`config.mk`:
```
export PLATFORM = sky130hd
export DESIGN_NAME = dma_chan_arbiter
export DESIGN_NICKNAME = d
export VERILOG_FILES = /design/src/rtl/dma_pkg.sv /design/src/rtl/rr_pick.sv /design/src/rtl/dma_chan_arbiter.sv
export SDC_FILE = /design/constraint.sdc
export NUM_CORES = 1
export LEC_CHECK = 0
export CAP_MARGIN = 20
export CELL_PAD_IN_SITES_DETAIL_PLACEMENT = 1
export CELL_PAD_IN_SITES_GLOBAL_PLACEMENT = 1
export CORE_AREA = 2 2 196 198
export CTS_BUF_LIST = sky130_fd_sc_hd__clkbuf_8
export DETAILED_ROUTE_END_ITERATION = 8
export DIE_AREA = 0 0 198 200
export PLACE_DENSITY_LB_ADDON = 0.1
export REMOVE_ABC_BUFFERS = 1
export SLEW_MARGIN = 20
export SYNTH_ARGS = -nofsm -noshare
export SYNTH_HDL_FRONTEND = slang
export SYNTH_SLANG_ARGS = --single-unit
```
`constraint.sdc`:
```
create_clock -name clk -period 3.6 [get_ports clk]
set_input_delay 0.72 -clock clk [delete_from_list [all_inputs] [get_ports clk]]
set_output_delay 0.72 -clock clk [all_outputs]
set_load 0.02 [all_outputs]
```
`src/rtl/dma_pkg.sv`:
```
// dma_pkg: shared definitions for the DMA channel arbiter slice.
//   - arbiter state encoding
//   - default address / word-count widths
//   - byte stride of one DMA word
package dma_pkg;

  typedef enum logic [1:0] {
    IDLE      = 2'd0,
    ISSUE     = 2'd1,
    WAIT_DONE = 2'd2,
    COMPLETE  = 2'd3
  } state_t;

  localparam int ADDR_W_DEF  = 32;
  localparam int LEN_W_DEF   = 32;
  localparam int WORD_STRIDE = 4;  // bytes per DMA word

endpackage

```
`src/rtl/rr_pick.sv`:
```
// rr_pick: combinational round-robin priority picker.
//   req   : request vector, one bit per channel
//   ptr   : index with highest priority this round
//   valid : at least one request present
//   idx   : first requesting index scanning ptr, ptr+1, ... mod NUM_CH
module rr_pick #(
  parameter int NUM_CH = 4,
  parameter int IDX_W  = (NUM_CH > 1) ? $clog2(NUM_CH) : 1
) (
  input  logic [NUM_CH-1:0] req,
  input  logic [IDX_W-1:0]  ptr,
  output logic              valid,
  output logic [IDX_W-1:0]  idx
);

  logic [31:0] cand;

  // Scan from the farthest offset down to offset 0 so the nearest
  // requester to ptr is the last (winning) assignment.
  always_comb begin
    valid = |req;
    idx   = '0;
    cand  = '0;
    for (int off = NUM_CH - 1; off >= 0; off--) begin
      cand = (32'(ptr) + 32'(off)) % 32'(NUM_CH);
      if (req[cand[IDX_W-1:0]]) idx = cand[IDX_W-1:0];
    end
  end

endmodule

```
`src/rtl/dma_chan_arbiter.sv`:
```
// dma_chan_arbiter: multi-channel round-robin front end for a single DMA
// copy engine. Picks one requesting channel, loads its descriptor into the
// engine, pulses start, waits for done and reports completion to the channel.
//
// Ports:
//   clk, rst                   clock, async active-high reset
//   ch_req/ch_src/ch_dest/ch_len  per-channel request + packed descriptors
//   ch_grant                   one-hot channel being served
//   ch_done/ch_err             one-cycle completion / error pulses
//   dma_start/src/dest/len     engine command outputs
//   dma_busy/dma_done          engine status inputs
//   arb_busy                   arbiter not idle
//
// Build option: DMA_ARB_TIMEOUT_EN adds a WAIT_DONE watchdog of TIMEOUT_CYC
// cycles that completes the transfer with an error.
//
// All outputs are flops. Output flops are loaded from the *next* state, so
// ch_done/ch_err are visible while the state register holds COMPLETE and
// ch_grant drops as the arbiter returns to IDLE.
module dma_chan_arbiter
  import dma_pkg::*;
#(
  parameter int NUM_CH      = 4,
  parameter int ADDR_W      = ADDR_W_DEF,
  parameter int LEN_W       = LEN_W_DEF,
  parameter int TIMEOUT_CYC = 1024
) (
  input  logic                     clk,
  input  logic                     rst,
  input  logic [NUM_CH-1:0]        ch_req,
  input  logic [NUM_CH*ADDR_W-1:0] ch_src,
  input  logic [NUM_CH*ADDR_W-1:0] ch_dest,
  input  logic [NUM_CH*LEN_W-1:0]  ch_len,
  output logic [NUM_CH-1:0]        ch_grant,
  output logic [NUM_CH-1:0]        ch_done,
  output logic [NUM_CH-1:0]        ch_err,
  output logic                     dma_start,
  output logic [ADDR_W-1:0]        dma_src,
  output logic [ADDR_W-1:0]        dma_dest,
  output logic [LEN_W-1:0]         dma_len,
  input  logic                     dma_busy,
  input  logic                     dma_done,
  output logic                     arb_busy
);

  localparam int IDX_W = (NUM_CH > 1) ? $clog2(NUM_CH) : 1;

  // Unpacked per-channel descriptor views.
  logic [NUM_CH-1:0][ADDR_W-1:0] src_a, dest_a;
  logic [NUM_CH-1:0][LEN_W-1:0]  len_a;

  for (genvar i = 0; i < NUM_CH; i++) begin : g_unpack
    assign src_a[i]  = ch_src[i*ADDR_W +: ADDR_W];
    assign dest_a[i] = ch_dest[i*ADDR_W +: ADDR_W];
    assign len_a[i]  = ch_len[i*LEN_W +: LEN_W];
  end

  state_t              state_q, state_d;
  logic [IDX_W-1:0]    idx_q, idx_d;
  logic [IDX_W-1:0]    rr_ptr_q, rr_ptr_d;
  logic                err_q, err_d;
  logic [NUM_CH-1:0]   grant_q, grant_d;
  logic [NUM_CH-1:0]   done_q, done_d;
  logic [NUM_CH-1:0]   errp_q, errp_d;
  logic                start_q, start_d;
  logic [ADDR_W-1:0]   src_q, src_d;
  logic [ADDR_W-1:0]   dest_q, dest_d;
  logic [LEN_W-1:0]    len_q, len_d;
  logic                arb_busy_q, arb_busy_d;

`ifdef DMA_ARB_TIMEOUT_EN
  localparam int CNT_W = $clog2(TIMEOUT_CYC + 1);
  logic [CNT_W-1:0] cnt_q, cnt_d;
  logic             timeout;
  assign timeout = (cnt_q == CNT_W'(TIMEOUT_CYC - 1));
`endif

  logic             pick_valid;
  logic [IDX_W-1:0] pick_idx;

  rr_pick #(.NUM_CH(NUM_CH), .IDX_W(IDX_W)) u_pick (
    .req   (ch_req),
    .ptr   (rr_ptr_q),
    .valid (pick_valid),
    .idx   (pick_idx)
  );

  // State register (plus all datapath/output flops).
  always_ff @(posedge clk or posedge rst) begin
    if (rst) begin
      state_q    <= IDLE;
      idx_q      <= '0;
      rr_ptr_q   <= '0;
      err_q      <= 1'b0;
      grant_q    <= '0;
      done_q     <= '0;
      errp_q     <= '0;
      start_q    <= 1'b0;
      src_q      <= '0;
      dest_q     <= '0;
      len_q      <= '0;
      arb_busy_q <= 1'b0;
`ifdef DMA_ARB_TIMEOUT_EN
      cnt_q      <= '0;
`endif
    end else begin
      state_q    <= state_d;
      idx_q      <= idx_d;
      rr_ptr_q   <= rr_ptr_d;
      err_q      <= err_d;
      grant_q    <= grant_d;
      done_q     <= done_d;
      errp_q     <= errp_d;
      start_q    <= start_d;
      src_q      <= src_d;
      dest_q     <= dest_d;
      len_q      <= len_d;
      arb_busy_q <= arb_busy_d;
`ifdef DMA_ARB_TIMEOUT_EN
      cnt_q      <= cnt_d;
`endif
    end
  end

  // Next-state logic.
  always_comb begin
    state_d = state_q;
    case (state_q)
      IDLE: begin
        // Zero-length descriptors bypass the engine entirely.
        if (pick_valid && !dma_busy)
          state_d = (len_a[pick_idx] != '0) ? ISSUE : COMPLETE;
      end
      ISSUE:     state_d = WAIT_DONE;
      WAIT_DONE: begin
        if (dma_done) state_d = COMPLETE;
`ifdef DMA_ARB_TIMEOUT_EN
        else if (timeout) state_d = COMPLETE;
`endif
      end
      COMPLETE:  state_d = IDLE;
      default:   state_d = IDLE;
    endcase
  end

  // Output / datapath logic.
  always_comb begin
    idx_d    = idx_q;
    rr_ptr_d = rr_ptr_q;
    err_d    = err_q;
    grant_d  = grant_q;
    done_d   = '0;
    errp_d   = '0;
    start_d  = 1'b0;
    src_d    = src_q;
    dest_d   = dest_q;
    len_d    = len_q;
`ifdef DMA_ARB_TIMEOUT_EN
    cnt_d    = cnt_q;
`endif
    case (state_q)
      IDLE: begin
        if (state_d != IDLE) begin
          idx_d            = pick_idx;
          grant_d          = '0;
          grant_d[pick_idx] = 1'b1;
          src_d            = src_a[pick_idx];
          dest_d           = dest_a[pick_idx];
          len_d            = len_a[pick_idx];
          err_d            = (state_d == COMPLETE);
          start_d          = (state_d == ISSUE);
        end
      end
      ISSUE: begin
`ifdef DMA_ARB_TIMEOUT_EN
        cnt_d = '0;
`endif
      end
      WAIT_DONE: begin
`ifdef DMA_ARB_TIMEOUT_EN
        cnt_d = cnt_q + 1'b1;
        if (!dma_done && timeout) err_d = 1'b1;
`endif
      end
      COMPLETE: begin
        grant_d  = '0;
        rr_ptr_d = (idx_q == IDX_W'(NUM_CH - 1)) ? '0 : idx_q + 1'b1;
      end
      default: ;
    endcase
    // Completion pulses are loaded on the edge that enters COMPLETE.
    if (state_q != COMPLETE && state_d == COMPLETE) begin
      done_d[idx_d] = 1'b1;
      errp_d[idx_d] = err_d;
    end
  end

  assign arb_busy_d = (state_d != IDLE);

  assign ch_grant  = grant_q;
  assign ch_done   = done_q;
  assign ch_err    = errp_q;
  assign dma_start = start_q;
  assign dma_src   = src_q;
  assign dma_dest  = dest_q;
  assign dma_len   = len_q;
  assign arb_busy  = arb_busy_q;

endmodule

```
### After elaboration in Yosys (flattened, before gate mapping)

Cells that the tools add are included.

* flip-flop bits (word level): 117
* input bits: 392
* output and inout port bits: 110
* word-level logic and storage cells: 82

* $add $sub $neg: 4
* magnitude comparators: 8
* equality and inequality tests: 8
* multiplexer cells: 37
* bitwise gates (word level): 1
* reductions and logical operators: 12

Operator list (count)
* $bmux W32 S2: 3
* $mux W32: 3
* $reduce_bool A32 Y1: 1
* $mux W2: 10
* $lt A2 B3 Y1 const B: 6
* $mux W4: 3
* $mux W1: 10
* $bmux W1 S2: 4
* $eq A2 B2 Y1 const B: 4
* $pmux W2 S4: 1
* $pmux W4 S2: 1
* $add A2 B1 Y2 const B: 2
* $add A2 B2 Y2 const B: 2
* $and A4 B4 Y4: 1
* $demux W1 S2: 2
* $eq A2 B1 Y1 const B: 2
* $ge A2 B1 Y1 const B: 2
* $logic_and A1 B1 Y1: 4
* $ne A2 B2 Y1 const B: 2
* $reduce_and A2 Y1: 2
* $reduce_bool A2 Y1: 2
* $reduce_or A4 Y1: 1
* $logic_not A2 Y1: 1
* $logic_not A1 Y1: 1

### Longest topological paths before layout

Gate-level depths: netlist of run 1.

* word-level depth: 22
* mapped depth: 12
* depth with buffers taken out: 9

### Hierarchy

Synthesis of run 1 repeated with hierarchy kept, for this count alone.

* cells, all modules: 642
* area total of the unflattened synthesis: 6990.5 um^2

By module, submodules not included
* dma_chan_arbiter: times used 1, cells each 629, area an instance 6912.9 um^2, sequential area each 2927.8 um^2
* rr_pick: times used 1, cells each 13, area an instance 77.6 um^2, sequential area each 0.0 um^2

### Worst setup path before layout of run 1

Ideal clock, no wire load.

* path kind: input-to-reg
* from: in ch_req[0]
* to: reg grant_q[0] (netlist: ch_grant[0])
* setup time: 0.137 ns
* arrival: 3.254 ns
* data required time: 3.463 ns
* setup slack: 0.209 ns
* stages: 11
* path buffers: 2
* cells stage by stage: a21oi_1 > o21a_1 > o22a_1 > clkbuf_1 > clkbuf_1 > mux4_2 > nor4_2 > nand4_1 > o41ai_4 > nor2b_1 > o32ai_1

* word-level cells in the longest chain between the ends: 15
* elaborated cells between the ends (all ways): 30
* those cells by class: order compare (2); eq/ne (1); mux (21); reduce/logical (6)

RTL lines
* start, declared: RTL line dma_chan_arbiter.sv:30 `input logic [NUM_CH-1:0] ch_req,`
* $bmux W1 S2: RTL line rr_pick.sv:26 `if (req[cand[IDX_W-1:0]]) idx = cand[IDX_W-1:0];`
* $mux W1 (not written as such): RTL line rr_pick.sv:26
* $mux W2 (4 in a row): RTL line rr_pick.sv:26
* $bmux W32 S2: RTL line dma_chan_arbiter.sv:132 `state_d = (len_a[pick_idx] != '0) ? ISSUE : COMPLETE;`
* $mux W32 (not written as such): RTL line dma_chan_arbiter.sv:132
* $reduce_bool A32 Y1: RTL line dma_chan_arbiter.sv:132
* $mux W2: RTL line dma_chan_arbiter.sv:132
* $mux W2: RTL line dma_chan_arbiter.sv:131 `if (pick_valid && !dma_busy)`
* $pmux W2 S4: RTL line dma_chan_arbiter.sv:128 `case (state_q)`
* $reduce_bool A2 Y1: RTL line dma_chan_arbiter.sv:163 `if (state_d != IDLE) begin`
* $ne A2 B2 Y1 (no line)
* $reduce_and A2 Y1 (no line)
* end signal, assigned: RTL line dma_chan_arbiter.sv:111 `grant_q <= grant_d;`
* end, declared: RTL line dma_chan_arbiter.sv:62 `logic [NUM_CH-1:0] grant_q, grant_d;`

Parallel ways exist; a longest one is shown, timed or not. The select of a mux whose other input is x is not followed.
A chain may end at the register's enable or synchronous reset.

### Worst setup path after layout of run 1

* from: in ch_req[0]
* to: reg grant_q[2] (netlist: ch_grant[2])

The elaborated chain is that of the path after synthesis.

==> impl_metrics.toml, run 1 <==
[sta]
tightest_slew_ns = 0.752
relSlewSlack = 0.499
fin_tns_setup_ns = 0
finalSetupViolCount = 0
hold_ws_ns = 0.482
clock.fmax_mhz = 287
period_share = 0.967
clock_skew_ns = 0.0151
rsz0062_at_grt = "no"
slew_violations = 0
timing.final.crit_period_ns = 3.48
hold_viol_final = 0

[floorplan]
start_util = 0.193
die_w_um = 198
die-area_mm2 = 0.0396
io_pins = 502
core-area_mm2 = 0.0374
die-height_um = 200
rows = 71

[cells_and_area]
final-instance-count-excl-fill = 2006
multi_input_area_mm2 = 0.00415
drive_gt1_frac = 0.0998
fillers = 4480
seq_area_mm2 = 0.00293
syn2layout_area_growth_pct = 89.3
final_area_mm2 = 0.0137
final_nets = 1873

[placement]
io_buffers = 501
dpl.hpwl_um = 30800
placed_area_mm2 = 0.0130
routabilityCongestion = 0.900
placed_cells = 1965

[synthesis]
postSynthCellCount = 979
ys_seq_area_frac = 0.405
ys_types = 36
ys.flop_type = "dfrtp_1"
synth_edf_count = 0
synth-async-reset-ratio = 1.00
syn_avg_cell_area_um2 = 7.38
yosys_warnings = 0
ys_ff_latch = 117
synth_area_mm2 = 0.00723

[power]
clkPwrFrac = 0.131
p_sw_frac = 0.459
ir_drop_mv = 0.222
seqPwrFrac = 0.244
share_comb_of_total_power = 0.626
finalPower_mw = 9.21
p_int_mw = 4.98
p_per_area_mw_per_mm2 = 673
power.net_switching_mw = 4.23
total_leakage_power_nw = 6.00

[routing]
vias = 8752
detail_route.drc_violations = 0
via_per_inst = 4.36
drt-initial-drc-count = 293
wl_per_cell_um = 19.7
drtAntennaViolNets = 0
totalWireLength_um = 39500
drtPass1Iterations = 4

[clocking]
numCtsBuffers = 17
clock_path_buffers = 2
clock_sinks = 117
clk_latency_ns = 0.45
tritoncts = "yes"
ctsRootBufferMaster = "clkbuf_8"
cts_max_level = 4
path_clk_slew_ns = 0.07

[setup_path]
crit_arrival_ns = 3.81
path_max_fanout = 11
cp-start-kind = "primary input"
crit_type = "in -> reg"
worstPathRequired_ns = 3.93
end_kind = "register"

[grt]
grt_use_total = 0.195
grt_first_pass_wirelength_um = 57200
grt_pass1_vias = 9180
overflow = 0
grt_max_degree = 81
antenna_found_initial = 3

[job]
cap_violations = 0

[outcome]
status = "finished clean"

[min_path]
hold_class = "reg -> reg"
[final cells by class]
type                    instances  area share
repair buffers                556       0.405
multi-input cells             778       0.303
flip-flops and latches        117       0.214
well taps                     511      0.0467
clock buffers                  18      0.0181
clock inverters                14     0.00933
inverters                      10     0.00311
diodes                          2    0.000366
[worst max-delay path, cell delays in order]
cell	delay [ns]
dlygate4sd2_1	0.26
mux2i_1	0.17
o22ai_2	0.12
or2_4	0.28
buf_12	0.14
buf_16	0.15
mux4_2	0.46
nor4_2	0.29
nand4_1	0.18
buf_6	0.17
o41ai_4	0.39
buf_4	0.21
a32oi_1	0.10
o32ai_1	0.15
[sequential cells by signal (all words and copies together), names as in the netlist]
name       flops
ch_done        4
dma_start      1
ch_err         4
rr_ptr_q       2
idx_q          2
arb_busy       1
state_q        2
err_q          1
dma_src       32
dma_dest      32
ch_grant       4
dma_len       32
[synth_stat cells, types with 3 or more instances]
| cell type | n | share of area |
|---|---|---|
| nor4_2 | 3 | 0.0052 |
| nand2_1 | 490 | 0.25 |
| a21oi_1 | 4 | 0.0028 |
| nor4_1 | 13 | 0.011 |
| mux4_2 | 31 | 0.097 |
| o21ai_1 | 3 | 0.0021 |
| nor2_1 | 8 | 0.0042 |
| clkbuf_1 | 64 | 0.033 |
| a32oi_1 | 4 | 0.0048 |
| inv_1 | 9 | 0.0047 |
| nand3_1 | 128 | 0.089 |
| dfrtp_1 | 117 | 0.41 |
| o32ai_1 | 4 | 0.0048 |
| buf_1 | 6 | 0.0031 |
| o21ai_0 | 68 | 0.047 |
[path summary, 6_finish.rpt]
path                             start           end  slack [ns]  depth (start not counted)
max in group asynchronous          rst    dma_len[0]        2.18                          3
min in group asynchronous          rst  dma_dest[25]        0.72                          2
min                        dma_src[15]   dma_src[15]        0.48                          2
max reg2reg                rr_ptr_q[1]   ch_grant[2]        0.16                         13
max                          ch_req[0]   ch_grant[2]        0.12                         14
min reg2reg                dma_src[15]   dma_src[15]        0.48                          2
[metrics by stage]
step	setup slack, ns	utilization
detailed placement	-0.861	0.349
global route	0.0133	0.366
finish	0.120	0.366
global placement	-0.687	0.349
CTS	0.0363	0.365
floorplan	-2.94	-
[per-layer routing]
| layer | vias to the layer above | share of wire | global-route usage |
|---|---|---|---|
| met1 | 4099 | 0.37 | 0.205 |
| li1 | 4264 | - | - |
| met4 | 2 | 0.020 | 0.0563 |
| met3 | 33 | 0.10 | 0.0769 |
| met2 | 354 | 0.50 | 0.358 |
| met5 | - | 0.00033 | 0 |
[power groups by stage]
stage	Clock, mW	Sequential (mW)	Combinational [mW]
final	1.20	2.24	5.77
after global routing	1.31	2.33	6.34
after CTS	1.27	2.25	5.90
after detailed placement	0	2.28	5.67
after global placement	0	2.25	5.61
after floorplan	0	2.85	2.41
[what timing repair did]
action / 4_1_cts / 5_1_grt
setup endpoints to repair: 15 / 13
hold buffers: 0 / 0
pin swaps: 13 / 10
cloned: 3 / 0
hold endpoints to repair: 0 / 0
gates resized for setup: 24 / 9
buffers inserted: 4 / 3
[cells by family after synthesis]
group / count (synthesis) / synth area share
simple gates: 650 / 0.372
flops: 117 / 0.405
compound gates: 93 / 0.0750
buf+inv: 85 / 0.0471
mux: 33 / 0.0995
fa+ha+maj: 1 / 0.00173
[layout by cell type (no fill, tap or decap), types with 2 or more instances in the layout]
cell and count:
diode_2 2, dlygate4sd2_1 2, o21a_1 2, nor4_4 4, o21ai_1 2, inv_6 4
nor4_1 5, nor4_2 7, o31ai_1 2, mux4_2 31, clkinv_2 2, clkdlybuf4s50_1 497
nand3_1 128, clkinv_4 4, nand2_1 488, nor2_1 6, buf_12 6, inv_1 9
dfrtp_1 117, o32ai_1 3, o21ai_0 68, clkbuf_8 18, a32oi_1 3, a21oi_1 3
buf_6 5, clkinvlp_4 3, dlymetal6s2s_1 2, buf_4 43
(Power assumes the default switching activity.)
==> inputs of run 2 (changes only) <==
--- a/config.mk
+++ b/config.mk
@@ -8,10 +8,10 @@
 export CAP_MARGIN = 20
 export CELL_PAD_IN_SITES_DETAIL_PLACEMENT = 1
 export CELL_PAD_IN_SITES_GLOBAL_PLACEMENT = 1
-export CORE_AREA = 2 2 196 198
+export CORE_AREA = 2 2 193 195
 export CTS_BUF_LIST = sky130_fd_sc_hd__clkbuf_8
 export DETAILED_ROUTE_END_ITERATION = 8
-export DIE_AREA = 0 0 198 200
+export DIE_AREA = 0 0 195 197
 export PLACE_DENSITY_LB_ADDON = 0.1
 export REMOVE_ABC_BUFFERS = 1
 export SLEW_MARGIN = 20
==> constraint.sdc (replaced) <==
create_clock -name clk -period 3.66 [get_ports clk]
set_input_delay 0.732 -clock clk [delete_from_list [all_inputs] [get_ports clk]]
set_output_delay 0.732 -clock clk [all_outputs]
set_load 0.02 [all_outputs]
==> run 2 against run 1 <==
- die area fell by 3.0%
- critical endpoint is now ch_grant[0]
- flip-flop and latch count did not move
- sequential share of layout area rose by 0.26 points
==> impl_metrics.toml, run 2 (synthesis gave the netlist of run 1 again) <==
[outcome]
status = "finished clean"

[floorplan]
rows = 70
die_w_um = 195
io_pins = 502
die-height_um = 197
die-area_mm2 = 0.0384
start_util = 0.199
core-area_mm2 = 0.0363

[clocking]
clk_latency_ns = 0.44
ctsRootBufferMaster = "clkbuf_8"
clock_path_buffers = 2
tritoncts = "yes"
path_clk_slew_ns = 0.08
clock_sinks = 117
numCtsBuffers = 17
cts_max_level = 4

[routing]
wl_met2_um = 19800
top_layer_used = "met5"
drt-initial-drc-count = 379
detail_route.drc_violations = 0
m1WireLength_um = 15200
totalWireLength_um = 39100
via_per_inst = 4.47
met3_length_um = 3650
vias = 8750
drtAntennaViolNets = 0
drtPass1Iterations = 6
wl_per_cell_um = 20.0

[sta]
clock.fmax_mhz = 290
slew_violations = 0
fin_tns_setup_ns = 0
period_share = 0.941
layout_setup_ws_ns = 0.216
timing.final.crit_period_ns = 3.44
hold_viol_final = 0
clock_skew_ns = 0.0223
hold_ws_ns = 0.478
rsz0062_at_grt = "no"
tightest_slew_ns = 0.865
relSlewSlack = 0.423
finalSetupViolCount = 0

[cells_and_area]
postLayoutCoreUtil = 0.373
final_common_cell = "clkdlybuf4s50_1"
final_nets = 1871
n_antenna_cell = 0
final_area_mm2 = 0.0135
drive_gt1_frac = 0.0946
syn2layout_area_growth_pct = 87.1
final_cell_mix = "clkdlybuf4s50_1 (497), nand2_1 (488), nand3_1 (128), dfrtp_1 (117), o21ai_0 (68)"
final-instance-count-excl-fill = 1959

[setup_path]
end_kind = "register"
cp-start-kind = "primary input"
crit_type = "in -> reg"
crit_arrival_ns = 3.77
path_max_fanout = 5
worstPathRequired_ns = 3.99
r2r_cells = 12

[min_path]
hold_class = "reg -> reg"
whs_path_depth = 2

[power]
ir_drop_mv = 0.329
p_per_area_mw_per_mm2 = 670
total_leakage_power_nw = 5.95
finalPower_mw = 9.06

[grt]
grt_first_pass_wirelength_um = 57200
grt_use_total = 0.198
grt_max_degree = 132
grt_pass1_vias = 9239
antenna_found_initial = 2
overflow = 0

[placement]
routabilityCongestion = 0.918
placed_area_mm2 = 0.0129
dpl.hpwl_um = 30200
io_buffers = 501
placed_cells = 1918
pre_cts_slack_ns = -0.769

[job]
cap_violations = 0
-- run 2: metal layers --
metal  vias to the layer above  track usage
met2                       336        0.362
met3                        23       0.0763
met1                      4128        0.220
met5                         -            0
met4                         4       0.0370
li1                       4259            -
-- run 2: worst paths after layout --
check / from / endpoint / slack (ns)
max in group asynchronous: rst / dma_dest[16] / 2.13
min: dma_dest[12] / dma_dest[12] / 0.48
max: ch_req[0] / ch_grant[0] / 0.22
min reg2reg: dma_dest[12] / dma_dest[12] / 0.48
min in group asynchronous: rst / dma_dest[23] / 0.72
max reg2reg: rr_ptr_q[1] / ch_grant[0] / 0.26
-- run 2: what timing repair did --
item                       CTS  global route
pin swaps                    7             3
setup endpoints to repair   16            13
resized for setup           16             5
hold buffers                 0             0
gates cloned                 2             1
setup buffers                5             1
-- run 2: cell type report --
type | instances | area [um^2]
inverter | 10 | 42.5
clock inverter | 13 | 148
fill | 4353 | 22700
clock buffer | 19 | 262
timing repair buffer | 552 | 5450
multi-input combinational | 780 | 4100
sequential | 117 | 2930
tap | 468 | 586
-- run 2: worst max-delay path: stages --
cell,delay [ns]
dlygate4sd2_1,0.28
mux2i_2,0.20
o22ai_4,0.14
or2_4,0.32
buf_12,0.14
mux4_2,0.44
nor4_2,0.33
nand4_1,0.13
buf_4,0.18
o41ai_4,0.40
buf_4,0.21
a32oi_1,0.10
o32ai_1,0.15
-- run 2: power by group --
group / total [mW] / switching [mW] / internal (mW)
Sequential: 2.22 / 0.373 / 1.85
Clock: 1.26 / 0.610 / 0.652
Combinational: 5.58 / 3.14 / 2.44
==> inputs of run 3 (changes only) <==
--- a/config.mk
+++ b/config.mk
@@ -13,6 +13,7 @@
 export DETAILED_ROUTE_END_ITERATION = 8
 export DIE_AREA = 0 0 195 197
 export PLACE_DENSITY_LB_ADDON = 0.1
+export RECOVER_POWER = 50
 export REMOVE_ABC_BUFFERS = 1
 export SLEW_MARGIN = 20
 export SYNTH_ARGS = -nofsm -noshare
==> run 3 against run 2 <==
- the flow now finishes with violations (capacitance limit, slew limit)
- setup slack worse by 0.0095 ns
- global-route usage stayed put
- final area is 0.11% lower
- sequential power hardly changed
- clock skew is 0.00061 ns higher
- clock-buffer cell count stayed put
- register-to-register slack hardly changed
- via count is 0.31% lower
- sequential share of layout area hardly changed
- cell count stayed put
- maximum frequency is 0.28% lower
- critical path type unchanged
- largest power group unchanged
==> impl_metrics.toml, run 3 (synthesis gave the netlist of run 1 again) <==
[outcome]
status = "finished, violations left"
violations = "capacitance limit, slew limit"

[grt]
overflow = 0
grt_first_pass_wirelength_um = 57200
top_usage_layer = "met2"
grt_pass1_vias = 9239
grt_use_met3 = 0.0763
grt_use_total = 0.198
use_met1 = 0.220
grt_max_degree = 132
gr-usage-met2 = 0.362
antenna_found_initial = 2

[setup_path]
worstSetupStartpoint = "ch_req[0]"
timing.rr.start = "rr_ptr_q[1]"
path_max_fanout = 5
cp-start-kind = "primary input"
cp_common_cell = "buf_4"
crit_chain = "dlygate4sd2_1, mux2i_2, o22ai_4, or2_4, buf_12, mux4_2, nor4_2, nand4_1, buf_4, o41ai_4, buf_4, a32oi_1, o32ai_1"
cp_slowest_stage_delay_ns = 0.44
end_kind = "register"
crit_type = "in -> reg"
worstPathRequired_ns = 3.98
crit_arrival_ns = 3.78
slowest_stage = "mux4_2"

[sta]
finalSetupViolCount = 0
slew_violations = 53
clock_skew_ns = 0.0229
fin_tns_setup_ns = 0
period_share = 0.944
relSlewSlack = -0.507
layout_setup_ws_ns = 0.206
timing.final.crit_period_ns = 3.45
clock.fmax_mhz = 290
hold_ws_ns = 0.475
hold_viol_final = 0
rsz0062_at_grt = "no"
tightest_slew_ns = 2.26

[floorplan]
die-height_um = 197
rows = 70
die-area_mm2 = 0.0384
core-area_mm2 = 0.0363
start_util = 0.199
io_pins = 502
die_w_um = 195

[cells_and_area]
final_cell_mix = "nand2_1 (488), clkdlybuf4s50_1 (445), nand3_1 (128), dfrtp_1 (117), o21ai_0 (68)"
postLayoutCoreUtil = 0.372
n_antenna_cell = 0
final_area_mm2 = 0.0135
final_common_cell = "nand2_1"
drive_gt1_frac = 0.0926
final_nets = 1871
final-instance-count-excl-fill = 1959
fillers = 4357
syn2layout_area_growth_pct = 86.8

[placement]
pre_cts_slack_ns = -0.769
routabilityCongestion = 0.918
dpl.hpwl_um = 30200
placed_area_mm2 = 0.0129
io_buffers = 501
placed_cells = 1918

[clocking]
clk_latency_ns = 0.45
ctsRootBufferMaster = "clkbuf_8"
clock_sinks = 117
clock_path_buffers = 2
path_clk_slew_ns = 0.07
cts_max_level = 4
tritoncts = "yes"
numCtsBuffers = 17

[routing]
wl_per_cell_um = 20.0
drtPass1Iterations = 7
totalWireLength_um = 39100
detail_route.drc_violations = 0
vias = 8723
drtAntennaViolNets = 0
via_per_inst = 4.45
drt-initial-drc-count = 400

[job]
cap_violations = 1

[power]
ir_drop_mv = 0.332
finalPower_mw = 8.96
total_leakage_power_nw = 6.04
p_per_area_mw_per_mm2 = 664

[min_path]
hold_class = "reg -> reg"
hold_start = "dma_len[15]"
[run 3: cell types whose count changed in the layout (fill, tap and decap cells not counted)]
cell and delta:
buf_2 +1, buf_4 -3, clkbuf_1 +2, clkdlybuf4s50_1 -52, dlygate4sd3_1 +52, inv_1 +1, inv_6 -1
[run 3: path summary, 6_finish.rpt]
kind / depth (start not counted) / slack (ns) / to
max in group asynchronous: 3 / 0.50 / dma_dest[16]
min in group asynchronous: 2 / 1.51 / dma_dest[23]
worst max register to register: 12 / 0.25 / ch_grant[0]
worst min register to register: 2 / 0.48 / dma_len[15]
worst min-delay path: 2 / 0.48 / dma_len[15]
worst max-delay path: 13 / 0.21 / ch_grant[0]
[run 3: per-layer routing]
metal  share of wire  vias up
met1            0.39     4108
li1                -     4260
met2            0.51      328
met5         0.00069        -
met3           0.095       23
met4           0.011        4
[run 3: power breakdown]
part | leakage, nW | internal, mW | switching [mW]
Clock | 0.206 | 0.652 | 0.610
Sequential | 1.48 | 1.85 | 0.361
Combinational | 4.35 | 2.35 | 3.14
[run 3: cell type report]
class | instances | area [um^2] | share of cell area
clock buffers | 19 | 262 | 0.0194
clock inverters | 13 | 148 | 0.0109
inverters | 10 | 37.5 | 0.00278
multi-input cells | 780 | 4100 | 0.304
flip-flops and latches | 117 | 2930 | 0.217
well taps | 468 | 586 | 0.0434
repair buffers | 552 | 5440 | 0.403
[run 3: timing repair]
action                     CTS  global route
pin swaps                    7             3
cloned                       2             1
hold buffers                 0             0
buffers inserted             5             1
setup endpoints to repair   16            13
resized for setup           16             5
[run 3: critical path, delay by kind of cell]
family | cells | cell delay, ns
buffers and inverters | 4 | 0.81
AO/OA/AOI/OAI | 4 | 0.80
multiplexers | 2 | 0.65
AND/OR/NAND/NOR | 3 | 0.78
